$ cat config.mk
export PLATFORM = sky130hd
export DESIGN_NAME = rtc_bus_ctrl_flat
export DESIGN_NICKNAME = d
export VERILOG_FILES = /design/src/rtl/rtc_bus_ctrl_if.sv /design/src/rtl/rtc_bus_ctrl.sv /design/src/flat_wrapper.sv
export SDC_FILE = /design/constraint.sdc
export NUM_CORES = 1
export LEC_CHECK = 0
export CAP_MARGIN = 20
export CORE_MARGIN = 5
export CORE_UTILIZATION = 40
export CTS_CLUSTER_DIAMETER = 40
export DETAILED_ROUTE_END_ITERATION = 12
export GPL_TIMING_DRIVEN = 0
export PLACE_DENSITY = 0.71
export SYNTH_ARGS = -nofsm -noshare
export SYNTH_HDL_FRONTEND = slang
export SYNTH_SLANG_ARGS = --single-unit
$ cat constraint.sdc
create_clock -name clk -period 2.8 [get_ports clk]
set_clock_uncertainty 0.2 [all_clocks]
set_input_delay 0.42 -clock clk [delete_from_list [all_inputs] [get_ports clk]]
set_output_delay 0.42 -clock clk [all_outputs]
set_load 0.03 [all_outputs]
$ cat src/rtl/rtc_bus_ctrl_if.sv
// rtl/rtc_bus_ctrl_if.sv - request/response and AD-bus signal bundle for rtc_bus_ctrl
interface rtc_bus_ctrl_if;
    logic       start;
    logic       rw;
    logic [7:0] addr;
    logic [7:0] wdata;
    logic [7:0] rdata;
    logic       busy;
    logic       done;
    logic       bcd_err;
    logic       cs_n;
    logic       rd_n;
    logic       wr_n;
    logic       ad_sel;
    logic [7:0] ad_out;
    logic       ad_oe;
    logic [7:0] ad_in;

    modport master (
        output start, rw, addr, wdata, ad_in,
        input  rdata, busy, done, bcd_err, cs_n, rd_n, wr_n, ad_sel, ad_out, ad_oe
    );

    modport slave (
        input  start, rw, addr, wdata, ad_in,
        output rdata, busy, done, bcd_err, cs_n, rd_n, wr_n, ad_sel, ad_out, ad_oe
    );
endinterface

$ cat src/rtl/rtc_bus_ctrl.sv
// rtl/rtc_bus_ctrl.sv - two-phase multiplexed AD bus cycle generator for the RTC chip
// Optional read-data BCD check enabled by defining RTC_BUS_BCD_CHK_EN.
module rtc_bus_ctrl #(
    parameter int T_PULSE = 10,
    parameter int T_GAP   = 4
) (
    input logic          clk,
    input logic          reset,
    rtc_bus_ctrl_if.slave bus
);

    typedef enum logic [2:0] {
        IDLE, A_SETUP, A_STB, A_HOLD, D_SETUP, D_STB, D_HOLD, DONE
    } state_t;

    localparam logic [7:0] PULSE_M1 = 8'(T_PULSE - 1);
    localparam logic [7:0] GAP_M1   = 8'(T_GAP - 1);

    state_t     state, state_n;
    logic [7:0] cnt, cnt_n;
    logic       lat_rw, rw_v;
    logic [7:0] lat_addr, addr_v, lat_wdata, wdata_v;
    logic       in_a, in_d, capture;

    always_comb begin
        state_n = state;
        rw_v    = lat_rw;
        addr_v  = lat_addr;
        wdata_v = lat_wdata;
        case (state)
            IDLE: begin
                if (bus.start) begin
                    state_n = A_SETUP;
                    rw_v    = bus.rw;
                    addr_v  = bus.addr;
                    wdata_v = bus.wdata;
                end
            end
            A_SETUP: if (cnt == 8'd0) state_n = A_STB;
            A_STB:   if (cnt == 8'd0) state_n = A_HOLD;
            A_HOLD:  if (cnt == 8'd0) state_n = D_SETUP;
            D_SETUP: if (cnt == 8'd0) state_n = D_STB;
            D_STB:   if (cnt == 8'd0) state_n = D_HOLD;
            D_HOLD:  if (cnt == 8'd0) state_n = DONE;
            default: state_n = IDLE;
        endcase

        // The counter reloads on every state change and counts down to zero inside a state.
        cnt_n = (cnt != 8'd0) ? cnt - 8'd1 : cnt;
        if (state_n != state) begin
            case (state_n)
                A_STB, D_STB:                    cnt_n = PULSE_M1;
                A_SETUP, A_HOLD, D_SETUP, D_HOLD: cnt_n = GAP_M1;
                default:                         cnt_n = 8'd0;
            endcase
        end

        in_a    = (state_n == A_SETUP) || (state_n == A_STB) || (state_n == A_HOLD);
        in_d    = (state_n == D_SETUP) || (state_n == D_STB) || (state_n == D_HOLD);
        capture = (state == D_STB) && (state_n == D_HOLD) && lat_rw;
    end

`ifdef RTC_BUS_BCD_CHK_EN
    logic bcd_err_q;
    assign bus.bcd_err = bcd_err_q;
`else
    assign bus.bcd_err = 1'b0;
`endif

    // Outputs are decoded from the next state so every pin is a plain register.
    always_ff @(posedge clk) begin
        if (reset) begin
            state      <= IDLE;
            cnt        <= 8'd0;
            lat_rw     <= 1'b0;
            lat_addr   <= 8'd0;
            lat_wdata  <= 8'd0;
            bus.cs_n   <= 1'b1;
            bus.rd_n   <= 1'b1;
            bus.wr_n   <= 1'b1;
            bus.ad_sel <= 1'b0;
            bus.ad_oe  <= 1'b0;
            bus.ad_out <= 8'd0;
            bus.rdata  <= 8'd0;
            bus.busy   <= 1'b0;
            bus.done   <= 1'b0;
`ifdef RTC_BUS_BCD_CHK_EN
            bcd_err_q  <= 1'b0;
`endif
        end else begin
            state      <= state_n;
            cnt        <= cnt_n;
            lat_rw     <= rw_v;
            lat_addr   <= addr_v;
            lat_wdata  <= wdata_v;
            bus.cs_n   <= !(in_a || in_d);
            bus.ad_sel <= in_d;
            bus.ad_oe  <= in_a || (in_d && !rw_v);
            bus.ad_out <= in_a ? addr_v : ((in_d && !rw_v) ? wdata_v : 8'd0);
            bus.wr_n   <= !((state_n == A_STB) || ((state_n == D_STB) && !rw_v));
            bus.rd_n   <= !((state_n == D_STB) && rw_v);
            bus.busy   <= (state_n != IDLE);
            bus.done   <= (state_n == DONE);
            if (capture) begin
                bus.rdata <= bus.ad_in;
`ifdef RTC_BUS_BCD_CHK_EN
                bcd_err_q <= (bus.ad_in[7:4] > 4'd9) || (bus.ad_in[3:0] > 4'd9);
`endif
            end
        end
    end

endmodule

$ cat src/flat_wrapper.sv
// flat-port wrapper written by rule: the top's interface ports become plain ports
module rtc_bus_ctrl_flat 
#(
    parameter int T_PULSE = 10,
    parameter int T_GAP   = 4
)
  (clk, reset, bus_start, bus_rw, bus_addr, bus_wdata, bus_ad_in, bus_rdata, bus_busy, bus_done, bus_bcd_err, bus_cs_n, bus_rd_n, bus_wr_n, bus_ad_sel, bus_ad_out, bus_ad_oe);
  rtc_bus_ctrl_if bus_i ();
  input logic clk;
  input logic reset;
  input wire logic [$bits(bus_i.start)-1:0] bus_start;
  input wire logic [$bits(bus_i.rw)-1:0] bus_rw;
  input wire logic [$bits(bus_i.addr)-1:0] bus_addr;
  input wire logic [$bits(bus_i.wdata)-1:0] bus_wdata;
  input wire logic [$bits(bus_i.ad_in)-1:0] bus_ad_in;
  output wire logic [$bits(bus_i.rdata)-1:0] bus_rdata;
  output wire logic [$bits(bus_i.busy)-1:0] bus_busy;
  output wire logic [$bits(bus_i.done)-1:0] bus_done;
  output wire logic [$bits(bus_i.bcd_err)-1:0] bus_bcd_err;
  output wire logic [$bits(bus_i.cs_n)-1:0] bus_cs_n;
  output wire logic [$bits(bus_i.rd_n)-1:0] bus_rd_n;
  output wire logic [$bits(bus_i.wr_n)-1:0] bus_wr_n;
  output wire logic [$bits(bus_i.ad_sel)-1:0] bus_ad_sel;
  output wire logic [$bits(bus_i.ad_out)-1:0] bus_ad_out;
  output wire logic [$bits(bus_i.ad_oe)-1:0] bus_ad_oe;
  assign bus_i.start = bus_start;
  assign bus_i.rw = bus_rw;
  assign bus_i.addr = bus_addr;
  assign bus_i.wdata = bus_wdata;
  assign bus_i.ad_in = bus_ad_in;
  assign bus_rdata = bus_i.rdata;
  assign bus_busy = bus_i.busy;
  assign bus_done = bus_i.done;
  assign bus_bcd_err = bus_i.bcd_err;
  assign bus_cs_n = bus_i.cs_n;
  assign bus_rd_n = bus_i.rd_n;
  assign bus_wr_n = bus_i.wr_n;
  assign bus_ad_sel = bus_i.ad_sel;
  assign bus_ad_out = bus_i.ad_out;
  assign bus_ad_oe = bus_i.ad_oe;
  rtc_bus_ctrl #(.T_PULSE(T_PULSE), .T_GAP(T_GAP)) u_core (.clk(clk), .reset(reset), .bus(bus_i));
endmodule
Yosys cells after proc, flatten, opt, wreduce, memory -nomap -nowiden
Cells that the tools add are included.
{"block": "classes", "n_addsub": 1, "eq_ne": 14, "mux": 19, "reduce_logical": 23}
{"cell": "$mux 8", "count": 8}
{"cell": "$eq 3x3->1 const B", "count": 7}
{"cell": "$mux 3", "count": 7}
{"cell": "$pmux 3 s7", "count": 1}
{"cell": "$eq 3x2->1 const B", "count": 4}
{"cell": "$logic_not 8->1", "count": 1}
{"cell": "$pmux 4 s2", "count": 1}
{"cell": "$reduce_bool 8->1", "count": 1}
{"cell": "$sub 8x1->8 const B", "count": 1}
{"cell": "$logic_or 1x1->1", "count": 7}
{"cell": "$eq 3x1->1 const B", "count": 2}
{"cell": "$logic_and 1x1->1", "count": 5}
{"cell": "$logic_not 1->1", "count": 4}
{"cell": "$reduce_or 4->1", "count": 1}
{"cell": "$logic_not 3->1", "count": 1}
{"cell": "$ne 3x3->1", "count": 1}
{"cell": "$reduce_bool 3->1", "count": 1}
{"cell": "$mux 1", "count": 2}
{"cell": "$reduce_bool 2->1", "count": 1}
{"cell": "$reduce_or 2->1", "count": 1}
{"block": "word_totals", "reg_bits": 51, "output_inout_bits": 24}

Longest topological paths before layout
{"block": "depth", "ltp_word": 9, "depth_mapped": 7, "ltp_nobuf": 6}

Worst setup path after synthesis
No wires, ideal clock.
{"block": "synth_path", "path_kind": "register -> register", "from": "register u_core.cnt[0]", "to": "register u_core.bus.wr_n", "t_arrival_ns": 1.905, "required_time_ns": 2.478, "setup_slack_ns": 0.573, "stages_incl_launch_ff": 7, "path_buffers": 0, "synth_period_minus_slack_ns": 2.227, "cell_sequence": "dfxtp_1 -> inv_1 -> ha_1 -> nor3b_1 -> nand2_1 -> or4_1 -> a311o_1"}
{"block": "synth_between", "elab_chain_len": 7, "word_cells_on_any_way": 13, "cone_classes": "2 x eq/ne; 7 x mux; 4 x reduce/logical"}
{"item": "from (decl)", "line": "rtc_bus_ctrl.sv:20", "rtl": "logic [7:0] cnt, cnt_n;"}
{"item": "from (signal assigned)", "line": "rtc_bus_ctrl.sv:92", "rtl": "cnt <= cnt_n;"}
{"item": "$logic_not 8->1 (*)"}
{"item": "$mux 3 (tied with other cells)", "line": "rtc_bus_ctrl.sv:44", "rtl": "D_HOLD: if (cnt == 8'd0) state_n = DONE;"}
{"item": "$pmux 3 s7 (*)", "line": "rtc_bus_ctrl.sv:30", "rtl": "case (state)"}
{"item": "$eq 3x3->1", "line": "rtc_bus_ctrl.sv:100", "rtl": "bus.wr_n <= !((state_n == A_STB) || ((state_n == D_STB) && !rw_v));"}
{"item": "$logic_and 1x1->1", "line": "rtc_bus_ctrl.sv:100"}
{"item": "$logic_or 1x1->1 (*)", "line": "rtc_bus_ctrl.sv:100"}
{"item": "$logic_not 1->1 (*)", "line": "rtc_bus_ctrl.sv:100"}
{"item": "to (signal assigned)", "line": "rtc_bus_ctrl.sv:100"}
{"item": "to (decl)", "line": "rtc_bus_ctrl_if.sv:26", "rtl": "output rdata, busy, done, bcd_err, cs_n, rd_n, wr_n, ad_sel, ad_out, ad_oe"}
Mark *: on every way between the ends. The rest lies on a longest branch, timed or not.
A chain may end at the register's enable or synchronous reset.

Final worst setup path
{"block": "layout_path", "from": "register u_core.cnt[0]", "to": "register u_core.bus.rdata[1]"}
{"block": "layout_between", "elab_chain_len": 6, "word_cells_on_any_way": 11, "cone_classes": "1 x eq/ne; 7 x mux; 3 x reduce/logical"}
{"item": "$logic_not 8->1 (*)"}
{"item": "$mux 3 (tied with other cells)", "line": "rtc_bus_ctrl.sv:44"}
{"item": "$pmux 3 s7 (*)", "line": "rtc_bus_ctrl.sv:30"}
{"item": "$eq 3x3->1 (*)", "line": "rtc_bus_ctrl.sv:60", "rtl": "capture = (state == D_STB) && (state_n == D_HOLD) && lat_rw;"}
{"item": "$logic_and 1x1->1 (*) (2 in a row)", "line": "rtc_bus_ctrl.sv:60"}
{"item": "to (signal assigned)", "line": "rtc_bus_ctrl.sv:105", "rtl": "bus.rdata <= bus.ad_in;"}
{"item": "to (decl)", "line": "rtc_bus_ctrl_if.sv:26"}
Marks and branches as above.

==> summary.md <==
| Metric | Value |
|---|---|
| Final min period | `2.457 ns` |
| Switching pwr | `924.6 uW` |
| Worst path bufs/invs | `2` |
| Top delay family on crit path | `simple AND/OR/NAND/NOR gates` |
| Clk slew on worst S/H paths | `0.10 ns` |
| Leakage power | `0.9949 nW` |
| Routed vias | `1,818` |
| CP max stage delay | `0.46 ns` |
| Core Area | `5107 um^2` |
| Initial DRC Count | `93` |
| Slew of the pin with the lowest slew margin | `0.7250 ns` |
| Worst Path Required | `2.78 ns` |
| Core Rows | `26` |
| Area Growth Syn to Fin | `33.33%` |
| First-pass GRT wire length | `7900 um` |
| Final slew viol count | `0` |
| Number of synthesized flops with an enable pin | `0` |
| IO Port Bufs | `49` |
| Syn Nets | `263` |
| Sequential share of power | `38.2%` |
| ANT nets after route | `0` |
| Die height | `82.36 um` |
| Mean cell area of the mapped netlist | `8.951 um^2` |
| Max-cap violations | `0` |
| Post-route cell area | `2793 um^2` |
| Die footprint | `6783 um^2` |
| Worst Hold Class | `flip-flop to flip-flop` |
| Synthesized area | `2095 um^2` |
| Grt total ovfl | `0` |
| Flops & latches, synth | `51` |
| Via/cell ratio | `5.036` |
| Total GRT Usage | `15.19%` |
| Worst vdd ir | `0.0003779 V` |
| Startpoint types | `flip-flop` |
| Setup WS post-layout | `0.3431 ns` |
| CP max FO | `8` |
| Internal | `1.506 mW` |
| DRC Markers | `0` |
| Headroom to the max-slew limit | `51.58%` |
| Post-CTS Hold Fix Bufs | `0` |
| Dominant synthesized flop cell | `dfxtp_1` |
| Gpl congestion | `0.8495` |
| Sequential share of the synthesized area | `48.75%` |
| Critical path arrival | `2.44 ns` |
| Final WL | `4931 um` |
| Final Cycle Share | `87.75%` |
| Io pins | `52` |
| Post-CTS Setup Inserts | `0` |
| Worst-path cell chain | `inv_1, ha_1, or3b_2, buf_2, nor3_4, mux2i_1, nor2_1` |
| Worst Setup End Kind | `flip-flop` |
| Top-area cell type share of the netlist area | `48.75%` |
| R2r worst-path depth | `7` |
| Achievable Freq | `407.0 MHz` |
| CTS Buffer Depth | `2` |
| RSZ-0062 raised after global routing | `false` |
| Final TNS setup | `0 ns` |
| Ant. Diodes | `0` |
| Worst Hold Depth | `2` |
| Initial antenna violation count | `0` |
| Pre-CTS setup slack | `0.07813 ns` |
| Most common cell after layout, fill and taps aside | `dfxtp_1` |
| Synth top area cells | `dfxtp_1 49%, nand2_1 7.0%, a21oi_1 6.5%` |
| DR pass1 iterations | `4` |
| Routed wire per std cell | `13.66 um` |
| CTS Buf Count | `5` |
| Crit path depth | `7` |
| Most frequent cells in the layout | `51 x dfxtp_1, 49 x clkdlybuf4s50_1, 39 x nand2_1` |
| Kind of critical path | `flip-flop to flip-flop` |
| Synth warn | `0` |
| Comb power frac | `40.3%` |
| CTS tree | `yes` |
| Ys async rst share | `0%` |
| Outcome | `finished, final reports clean` |
| Switching share of total power | `38.04%` |
| H-tree depth | `2` |
| Starting Density | `41.01%` |
| Mapped Cells | `234` |
| # nets final | `319` |
| Largest net degree at the start of global routing | `18` |
| Synth cell types | `49` |
| Ratio of cells with drive above 1 in the final layout | `7.216%` |
| # setup viols final | `0` |
| Yosys top cell by area | `dfxtp_1` |
| Clock root buffer | `clkbuf_8` |
| Slowest cell on crit path | `or3b_2` |
| Vias in the first global route | `1,695` |
| Clk Latency, worst-skew pair | `0.30 ns` |
| Final hold viol count | `0` |
| Pwr Density | `870.4 nW/um^2` |
| Die extent in x | `82.36 um` |
| Clock share of power | `21.5%` |
| Dpl cell area | `2673 um^2` |
| Hpwl dp | `3523 um` |
| Clk sinks | `51` |
## cell families after synthesis
logic type,after synthesis,share of synthesized area [%]
xor+xnor,2,0.8365
buf+inv,20,3.883
flops,51,48.75
fa+ha+maj,1,0.5973
simple gates,90,21.75
other cells,1,0.1790
mux,12,5.735
compound gates,57,18.28
## power by group through the flow
stage	Combinational [mW]	Clock (mW)	Sequential, mW
finish	0.980	0.523	0.928
global route	1.08	0.570	0.944
CTS	0.975	0.536	0.926
detailed placement	0.964	0	0.943
global placement	0.962	0	0.941
floorplan	0.649	0	0.990
## area by class of cell
type                            count  area (um^2)
Fill cell                         472         2315
Inverter                            4        15.01
Multi-Input combinational cell    163        997.2
Sequential cell                    51         1021
Clock inverter                      3        46.29
Timing Repair Buffer               49        490.5
Tap cell                           70        87.58
Clock buffer                        5        68.82
Buffer                             16        66.31
## per-layer routing
metal	vias to the layer above	global-route usage [%]	share of wire, %	routed length [um]
li1	932	-	-	-
met3	6	5.206	8.8	432
met2	68	23.96	43	2138
met5	-	0	0	0
met1	812	19.50	47	2305
met4	0	4.651	1.1	55
## final timing paths
kind / startpoint / end / slack [ns]
worst min-delay path: u_core.lat_addr[1]$_SDFF_PP0_ / u_core.lat_addr[1]$_SDFF_PP0_ / 0.27
worst max register to register: u_core.cnt[0]$_SDFFE_PP0P_ / u_core.bus.rdata[1]$_SDFFE_PP0P_ / 0.34
worst min register to register: u_core.lat_addr[1]$_SDFF_PP0_ / u_core.lat_addr[1]$_SDFF_PP0_ / 0.27
worst max-delay path: u_core.cnt[0]$_SDFFE_PP0P_ / u_core.bus.rdata[1]$_SDFFE_PP0P_ / 0.34
## synth_stat cells (2+ instances only)
cell and number:
a21boi_0 2, o21ai_1 2, nor4_1 3, clkbuf_1 13
nor3_1 4, or3_1 2, xnor2_1 2, o21ai_0 3
a21oi_1 27, nor2_1 21, buf_2 2, mux2i_1 12
dfxtp_1 51, or4_1 5, a22o_1 9, nand4b_1 2
nor2b_1 2, inv_1 3, nand2_1 39
## sequential cells by signal, summed over array words and instances, names as in the netlist
signal / flops
u_core.state: 3
u_core.bus.rd_n: 1
u_core.bus.done: 1
u_core.bus.wr_n: 1
u_core.lat_addr: 8
u_core.lat_wdata: 8
u_core.bus.ad_oe: 1
u_core.bus.cs_n: 1
u_core.bus.ad_sel: 1
u_core.lat_rw: 1
u_core.bus.ad_out: 8
u_core.bus.rdata: 8
u_core.cnt: 8
u_core.bus.busy: 1
## metrics by stage
step | hold slack, ns | power, mW | util [%] | cells
after global routing | 0.2875 | 2.590 | 54.68 | 361
after detailed placement | 0.2515 | 1.907 | 52.33 | 353
after global placement | 0.2476 | 1.903 | 52.33 | 353
after floorplan | 0.2399 | 1.639 | - | 234
after CTS | 0.2659 | 2.437 | 54.58 | 361
final | 0.2664 | 2.431 | 54.68 | 361
## worst reg2reg max path, delay by kind of cell, from the launching register on
| family | cells | cell delay, ns |
|---|---|---|
| simple gates | 3 | 0.98 |
| mux | 1 | 0.26 |
| flops | 1 | 0.33 |
| fa+ha+maj | 1 | 0.29 |
| buf+inv | 2 | 0.28 |
## repair_timing
action / in CTS / in global routing
endpoints found under the setup margin: 0 / 1
resized for setup: 0 / 1
hold endpoints to repair: 0 / 0
Note: power is estimated with default switching activity, not from simulation.
